$ cat config.mk
export PLATFORM = sky130hd
export DESIGN_NAME = pwm_capture_flat
export DESIGN_NICKNAME = d
export VERILOG_FILES = /design/src/rtl/pwm_capture_if.sv /design/src/rtl/pwm_capture.sv /design/src/flat_wrapper.sv
export SDC_FILE = /design/constraint.sdc
export NUM_CORES = 1
export LEC_CHECK = 0
export ABC_CLOCK_PERIOD_IN_PS = 1700
export BUFFER_PORTS_ARGS = -buffer_cell sky130_fd_sc_hd__buf_2
export CAP_MARGIN = 20
export CELL_PAD_IN_SITES_DETAIL_PLACEMENT = 0
export CELL_PAD_IN_SITES_GLOBAL_PLACEMENT = 1
export CORE_ASPECT_RATIO = 1.4
export CORE_MARGIN = 2
export CORE_UTILIZATION = 42
export DETAILED_ROUTE_END_ITERATION = 8
export PLACE_DENSITY_LB_ADDON = 0.12
export SLEW_MARGIN = 5
export SYNTH_ARGS = -nofsm -noshare
export SYNTH_HDL_FRONTEND = slang
export SYNTH_SLANG_ARGS = --single-unit
$ cat constraint.sdc
create_clock -name clk -period 1.7 [get_ports clk]
set_input_delay 0.085 -clock clk [delete_from_list [all_inputs] [get_ports clk]]
set_output_delay 0.085 -clock clk [all_outputs]
set_load 0.02 [all_outputs]
$ cat src/rtl/pwm_capture_if.sv
// Signal bundle between a PWM pin and the capture block: raw input in,
// period/high-time measurement and status out.
interface pwm_capture_if #(
  parameter int unsigned CTR_LEN = 8
);
  logic               pwm_in;
  logic [CTR_LEN-1:0] period;
  logic [CTR_LEN-1:0] high_time;
  logic               valid;
  logic               timeout;
  logic               level;

  modport master (
    output pwm_in,
    input  period, high_time, valid, timeout, level
  );

  modport slave (
    input  pwm_in,
    output period, high_time, valid, timeout, level
  );
endinterface

$ cat src/rtl/pwm_capture.sv
// Measures period and high time of an asynchronous PWM input in clock cycles,
// with a one-cycle valid strobe per period and a timeout when edges stop.
module pwm_capture #(
  parameter int unsigned CTR_LEN = 8
) (
  input  logic          clk,
  input  logic          rst,
  pwm_capture_if.slave  bus
);

  typedef enum logic {IDLE, MEAS} state_e;

  localparam logic [CTR_LEN-1:0] MAX = '1;
  localparam logic [CTR_LEN-1:0] ONE = {{(CTR_LEN-1){1'b0}}, 1'b1};

  state_e             state_q, state_d;
  logic               s1_q, s2_q, s3_q;
  logic [CTR_LEN-1:0] per_ctr_q, per_ctr_d;
  logic [CTR_LEN-1:0] hi_ctr_q, hi_ctr_d;
  logic [CTR_LEN-1:0] period_q, period_d;
  logic [CTR_LEN-1:0] high_q, high_d;
  logic               valid_q, valid_d;
  logic               timeout_q, timeout_d;
  logic               rise;

  assign rise = s2_q & ~s3_q;

  always_comb begin
    state_d   = state_q;
    period_d  = period_q;
    high_d    = high_q;
    valid_d   = 1'b0;
    timeout_d = timeout_q;

    if (rise) begin
      per_ctr_d = ONE;
      hi_ctr_d  = ONE;
    end else begin
      per_ctr_d = (per_ctr_q == MAX) ? per_ctr_q : per_ctr_q + ONE;
      hi_ctr_d  = (s2_q && hi_ctr_q != MAX) ? hi_ctr_q + ONE : hi_ctr_q;
    end

    // A rise in the same cycle the period counter saturates still counts as a
    // measurement of exactly MAX, so rise is tested before the timeout.
    unique case (state_q)
      IDLE: begin
        if (rise) begin
          state_d   = MEAS;
          timeout_d = 1'b0;
        end
      end
      MEAS: begin
        if (rise) begin
          period_d = per_ctr_q;
          high_d   = hi_ctr_q;
          valid_d  = 1'b1;
        end else if (per_ctr_q == MAX) begin
          state_d   = IDLE;
          timeout_d = 1'b1;
        end
      end
      default: state_d = IDLE;
    endcase
  end

  always_ff @(posedge clk) begin
    if (rst) begin
      state_q   <= IDLE;
      s1_q      <= 1'b0;
      s2_q      <= 1'b0;
      s3_q      <= 1'b0;
      per_ctr_q <= '0;
      hi_ctr_q  <= '0;
      period_q  <= '0;
      high_q    <= '0;
      valid_q   <= 1'b0;
      timeout_q <= 1'b0;
    end else begin
      state_q   <= state_d;
      s1_q      <= bus.pwm_in;
      s2_q      <= s1_q;
      s3_q      <= s2_q;
      per_ctr_q <= per_ctr_d;
      hi_ctr_q  <= hi_ctr_d;
      period_q  <= period_d;
      high_q    <= high_d;
      valid_q   <= valid_d;
      timeout_q <= timeout_d;
    end
  end

  assign bus.period    = period_q;
  assign bus.high_time = high_q;
  assign bus.valid     = valid_q;
  assign bus.timeout   = timeout_q;
  assign bus.level     = s2_q;

endmodule

$ cat src/flat_wrapper.sv
// flat-port wrapper written by rule: the top's interface ports become plain ports
module pwm_capture_flat 
#(
  parameter int unsigned CTR_LEN = 8
)
  (clk, rst, bus_pwm_in, bus_period, bus_high_time, bus_valid, bus_timeout, bus_level);
  pwm_capture_if #(.CTR_LEN(CTR_LEN)) bus_i ();
  input  logic clk;
  input  logic rst;
  input wire logic [$bits(bus_i.pwm_in)-1:0] bus_pwm_in;
  output wire logic [$bits(bus_i.period)-1:0] bus_period;
  output wire logic [$bits(bus_i.high_time)-1:0] bus_high_time;
  output wire logic [$bits(bus_i.valid)-1:0] bus_valid;
  output wire logic [$bits(bus_i.timeout)-1:0] bus_timeout;
  output wire logic [$bits(bus_i.level)-1:0] bus_level;
  assign bus_i.pwm_in = bus_pwm_in;
  assign bus_period = bus_i.period;
  assign bus_high_time = bus_i.high_time;
  assign bus_valid = bus_i.valid;
  assign bus_timeout = bus_i.timeout;
  assign bus_level = bus_i.level;
  pwm_capture #(.CTR_LEN(CTR_LEN)) u_core (.clk(clk), .rst(rst), .bus(bus_i));
endmodule
==> impl_results.md, run 1 <==
- Nets@finish: 210
- Slew HR: 75.09%
- DRT Pass-1 Iters: 4
- Max Slew Vio Count: 0
- Drt total wl: around 3600 um
- Type of origin of the critical path: flip-flop
- Max Clk Rate: 690.1 MHz
- Initial antenna violation count: 0
- CTS tree: done
- Post-CTS Setup Repair Bufs: 0
- Seq cells post-synth: 38
- Hold crit path type: in2reg
- Synth area leader: dfxtp_1
- Post-CTS resize count: 0
- Primary FF master, synth: dfxtp_1
- Drt drc: 0
- Arr. time, crit path: 1.62 ns
- TritonCTS Buffers: 5
- CP Class: reg2reg
- Final setup fails: 0
- Clk Latency, worst-skew pair: just under 0.3 ns
- CTS Root Cell: clkbuf_8
- Yosys Warn Count: 0
- Clock transition at path regs: about 0.07 ns
- Largest net degree at the start of global routing: 18
- Crit path time final: between 1 and 1.5 ns
- Layout overhead on the synthesized area: 15.39%
- Synth async-reset ratio: 0%
- Period utilisation layout: a little under nine tenths
- Std-Cell Rows: 26
- Vias in the first global route: about 1,300
- Gpl congestion: roughly 0.8
- Comb power frac: approximately 3.3%
- Ant diodes: 0
- CP Max Fanout: 6
- Initial Util: between 40 and 50%
- HPWL after DPL: between 2000 and 3000 um
- Worst setup EP type: flip-flop
- Share of the yosys chip area belonging to registers: 46.55%
- Top cells by area, synth: dfxtp_1, nand2_1, a21oi_1
- Drt wl/cell: 14.37 um
- Synth unique cells: 43
- DR iter-0 viols: 52
- DR vias: between 1,000 and 1,500
- Clock power share: about half
- Clock sinks: 38
- DRT antenna net count: 0
- Status: completed
- H-tree Lvls: 2
- Leakage: between 0.7 and 0.8 nW
- Final hold violations: 0
- # port buffers: 21
- Most numerous cell in the Yosys netlist: dfxtp_1
- Overall Power: between 1.5 and 2 mW
- WHS: approximately 0.018 ns
- I/O pin cnt: 22
- Sw Ratio: roughly a fifth
- Setup Skew: approximately 0.0025 ns
- GR Overflow Total: 0
- Core box area: between 3000 and 4000 um^2
- Unrepaired setup endpoints after global routing: false
- Final worst setup slack: approximately 0.25 ns
- Worst-Margin Slew: 0.3717 ns
- Die Width: 56.72 um
- Setup TNS Final: 0 ns
- Post-route core utilization: ~50%
- Max clock buf depth: 2
- Hold buffer count at CTS: 0
- Routed vias/inst: around 5.5
- Seq pwr share: around 48%
- Share of layout cells above drive strength 1: a little over a fifth
- Number of synthesized flops with an enable pin: 0
- Post-synth top cells: dfxtp_1, nand2_1, a21oi_1, nand3_1, nor2b_1
- Syn Inst Count: 184
- Maxcap violations: 0
- Switch Pwr: 0.3781 mW
- Synthesized Nets: roughly 190
- Mean post-synth cell area: a little under 9 um^2
- DIE HEIGHT: around 80 um
- Synth Cell Area: 1634 um^2
- First-pass GRT wire length: a little under 6000 um
- P_int: 1.552 mW
- Share of the synthesized area in the top cell type: roughly 47%
- Worst Path Required: around 1.9 ns
- Pwr per Cell Area: roughly 1000 nW/um^2
- Die area: between 4000 and 5000 um^2
- Worst VDD drop: approximately 0.75 mV
- GRT Util Overall: between 15 and 20%
- Place WS: approximately 0.26 ns
==> final timing paths <==
| check | start | depth (start not counted) | endpoint | slack [ns] |
|---|---|---|---|---|
| worst min register to register | u_core.bus.high_time[4] | 2 | u_core.bus.high_time[4] | 0.45 |
| worst max register to register | u_core.per_ctr_q[0] | 4 | u_core.per_ctr_q[7] | 0.25 |
| worst min-delay path | bus_pwm_in | 2 | u_core.s1_q | 0.02 |
| worst max-delay path | u_core.per_ctr_q[0] | 4 | u_core.per_ctr_q[7] | 0.25 |
==> per-layer routing <==
layer  vias up  routed length, um  global-route usage [%]
li1        692                  -                       -
met1       636               1541                   20.12
met2        24               1833                   30.12
met3         6                121                   4.000
met4         0                 66                   8.333
met5         -                  0                       0
==> area by class of cell <==
cell class              instances  area [um^2]
inverters                       2        7.507
clock buffers                   6        82.58
multi-input cells             132        779.5
clock inverters                 2        60.06
fillers                       377         1790
well taps                      42        52.55
flip-flops and latches         38        760.7
repair buffers                 26        142.6
==> critical path, cell delays in order (launching register included) <==
cell and delay, ns:
dfxtp_1 0.37, ha_1 0.28, and4_1 0.29, nor4b_1 0.32, nor3b_1 0.09
==> kinds of logic after synthesis <==
family / synth area share, %
adder cells (fa/ha/maj): 1.531
AO/OA/AOI/OAI: 15.09
AND/OR/NAND/NOR: 28.10
multiplexers: 2.450
flip-flops: 46.55
XOR/XNOR: 0.5361
buffers and inverters: 5.742
==> power by group through the flow <==
stage               Clock (mW)  Combinational (mW)  Sequential (mW)
global route             0.998              0.0713            0.920
CTS                      0.966              0.0634            0.918
floorplan                    0              0.0503            0.934
global placement             0              0.0627            0.937
detailed placement           0              0.0638            0.939
finish                   0.949              0.0629            0.918
==> per-stage QoR <==
step           cells  area [um^2]
5_1_grt          248         1886
2_1_floorplan    184         1634
4_1_cts          248         1886
3_3_place_gp     240         1743
6_report         248         1886
3_5_place_dp     240         1743
==> placed cells by master, fill, tap and decap left out, types with 2 or more instances in the layout <==
cell type	instances
dfxtp_1	38
nand2_1	37
a21oi_1	24
buf_2	21
nand3_1	11
clkbuf_8	6
nor2b_1	5
buf_4	5
or3_1	4
mux2i_1	4
o21ai_0	4
nand4_1	3
and3_1	3
a211oi_1	3
nor3_1	3
nor2_1	2
and4_1	2
inv_1	2
and4b_1	2
nand2_2	2
a211oi_2	2
ha_1	2
bufinv_16	2
==> registers in the layout (all words and copies together) (netlist names) <==
register,flops
u_core.per_ctr_q,8
u_core.s1_q,1
u_core.bus.timeout,1
u_core.state_q,1
u_core.hi_ctr_q,8
u_core.bus.valid,1
u_core.bus.period,8
u_core.bus.high_time,8
u_core.s3_q,1
u_core.bus.level,1
No activity file was read; power rests on OpenSTA's default activity.
==> run 2, diff against run 1 <==
--- a/config.mk
+++ b/config.mk
@@ -12,9 +12,10 @@
 export CELL_PAD_IN_SITES_GLOBAL_PLACEMENT = 1
 export CORE_ASPECT_RATIO = 1.4
 export CORE_MARGIN = 2
-export CORE_UTILIZATION = 42
+export CORE_UTILIZATION = 39
 export DETAILED_ROUTE_END_ITERATION = 8
 export PLACE_DENSITY_LB_ADDON = 0.12
+export SKIP_LAST_GASP = 1
 export SLEW_MARGIN = 5
 export SYNTH_ARGS = -nofsm -noshare
 export SYNTH_HDL_FRONTEND = slang
==> run 2 against run 1 <==
Non-clock buffer count up 1. Clock-buffer cell count down 1. Combinational power is 11% higher. Core utilization down 3.9 points. Global-route usage is 0.91 points lower. Final area increased by 0.20%. Wire length fell by 0.42%. The flow now finishes with violations (design-rule violations). Sequential share of layout area is 0.080 points lower.
==> impl_results.md, run 2 (synthesis results as in run 1) <==
- Max clock buf depth: 2
- DIE HEIGHT: approximately 81 um
- Clk Latency, worst-skew pair: 0.29 ns
- Status: finished, violations left
- First-pass GRT wire length: 5968 um
- CTS tree: done
- Worst setup EP type: flip-flop
- WHS: 0.01946 ns
- DR iter-0 viols: 55
- # port buffers: 21
- Arr. time, crit path: 1.68 ns
- Placed Area: approximately 1800 um^2
- Type of origin of the critical path: flip-flop
- Drt drc: 2
- Clock sinks: 38
- Met3 Track Usage GR: under 10%
- Die Width: approximately 60 um
- Hold crit path type: in2reg
- HPWL after DPL: roughly 2600 um
- Initial Util: between 40% and 50%
- Clock transition at path regs: 0.08 ns
- Pwr per Cell Area: about 1000 nW/um^2
- Commonest non-fill, non-tap cell in the layout: dfxtp_1
- Slew HR: 69.71%
- Nets@finish: roughly 210
- Max Clk Rate: about 680 MHz
- Gpl congestion: roughly 0.77
- Layout overhead on the synthesized area: 15.62%
- Worst VDD drop: 0.4687 mV
- Failing checks: design-rule violations
- Setup Skew: 0.004230 ns
- TritonCTS Buffers: 5
- DRT antenna net count: 0
- Die area: 4731 um^2
- Post-CTS Setup Repair Bufs: 0
- Cell depth of the worst flop-to-flop path: 4
- DRT Pass-1 Iters: 8
- GRT Util Overall: 16.62%
- CP Class: reg2reg
- Post-CTS resize count: 0
- Routed vias/inst: 5.532
- Post-route core utilization: 47.39%
- I/O pin cnt: 22
- Std-Cell Rows: 27
- DR vias: between 1,000 and 1,500
- Min-Delay Path Depth: 2
- Crit path time final: roughly 1.5 ns
- Ant diodes: 0
- Most frequent cells in the layout: dfxtp_1, nand2_1, a21oi_1
- GRT met1 Usage: about a fifth
- Maxcap violations: 0
- Max Slew Vio Count: 0
- Drt total wl: approximately 3500 um
- CTS Root Cell: clkbuf_8
- Drt wl/cell: 14.19 um
- Initial antenna violation count: 0
- GR Overflow Total: 0
- Unrepaired setup endpoints after global routing: false
- Hold buffer count at CTS: 0
- Period utilisation layout: 86.60%
- Most used routing layer: met2
- Final setup fails: 0
- Vias in the first global route: roughly 1,300
- Design Area, Final: between 1500 and 2000 um^2
- H-tree Lvls: 2
- Worst Path Required: 1.91 ns
- Core box area: roughly 4000 um^2
- Worst-Margin Slew: roughly 0.45 ns
- Final hold violations: 0
- Largest net degree at the start of global routing: 18
- Setup TNS Final: 0 ns
- CP Max Fanout: 6
- M2 GR Usage: ~30%
- Leakage: about 0.72 nW
- Share of layout cells above drive strength 1: 21.26%
==> run 2: through the flow <==
stage                     total power, mW  instances  setup WS, ns
after floorplan                    0.9845        184        0.3423
after global placement              1.004        242        0.3249
after detailed placement            1.005        242        0.2760
after CTS                           1.933        250        0.2390
after global routing                1.976        250       0.09656
final                               1.903        250        0.2279
==> run 2: layout make-up <==
cell class | count | area, um^2
clock buffer | 5 | 68.82
clock inverter | 3 | 68.82
fill | 403 | 2097
inverter | 2 | 7.507
multi-input combinational | 132 | 779.5
sequential | 38 | 760.7
tap | 43 | 53.80
timing repair buffer | 27 | 150.1
==> run 2: worst paths after layout <==
path / to / from / slack, ns
max: u_core.per_ctr_q[0] / u_core.per_ctr_q[0] / 0.23
min: u_core.s1_q / bus_pwm_in / 0.02
max reg2reg: u_core.per_ctr_q[0] / u_core.per_ctr_q[0] / 0.23
min reg2reg: u_core.bus.level / u_core.s1_q / 0.45
==> run 2: power breakdown <==
part           internal [mW]  switching [mW]  leakage, nW  total (mW)
sequential             0.901          0.0131        0.307       0.914
combinational         0.0266          0.0430        0.341      0.0696
clock                  0.588           0.331       0.0683       0.919
total                   1.52           0.387        0.717        1.90
==> run 2: metal layers <==
metal / up-vias / share of wire, %
li1: 694 / -
met4: 0 / 1.8
met2: 30 / 52
met1: 652 / 43
met5: - / 0
met3: 7 / 3.3
==> run 2: critical path, stage by stage (launching register included) <==
cell and delay [ns]:
dfxtp_1 0.44, ha_1 0.27, and4_1 0.35, nand2_2 0.11, a211oi_1 0.22
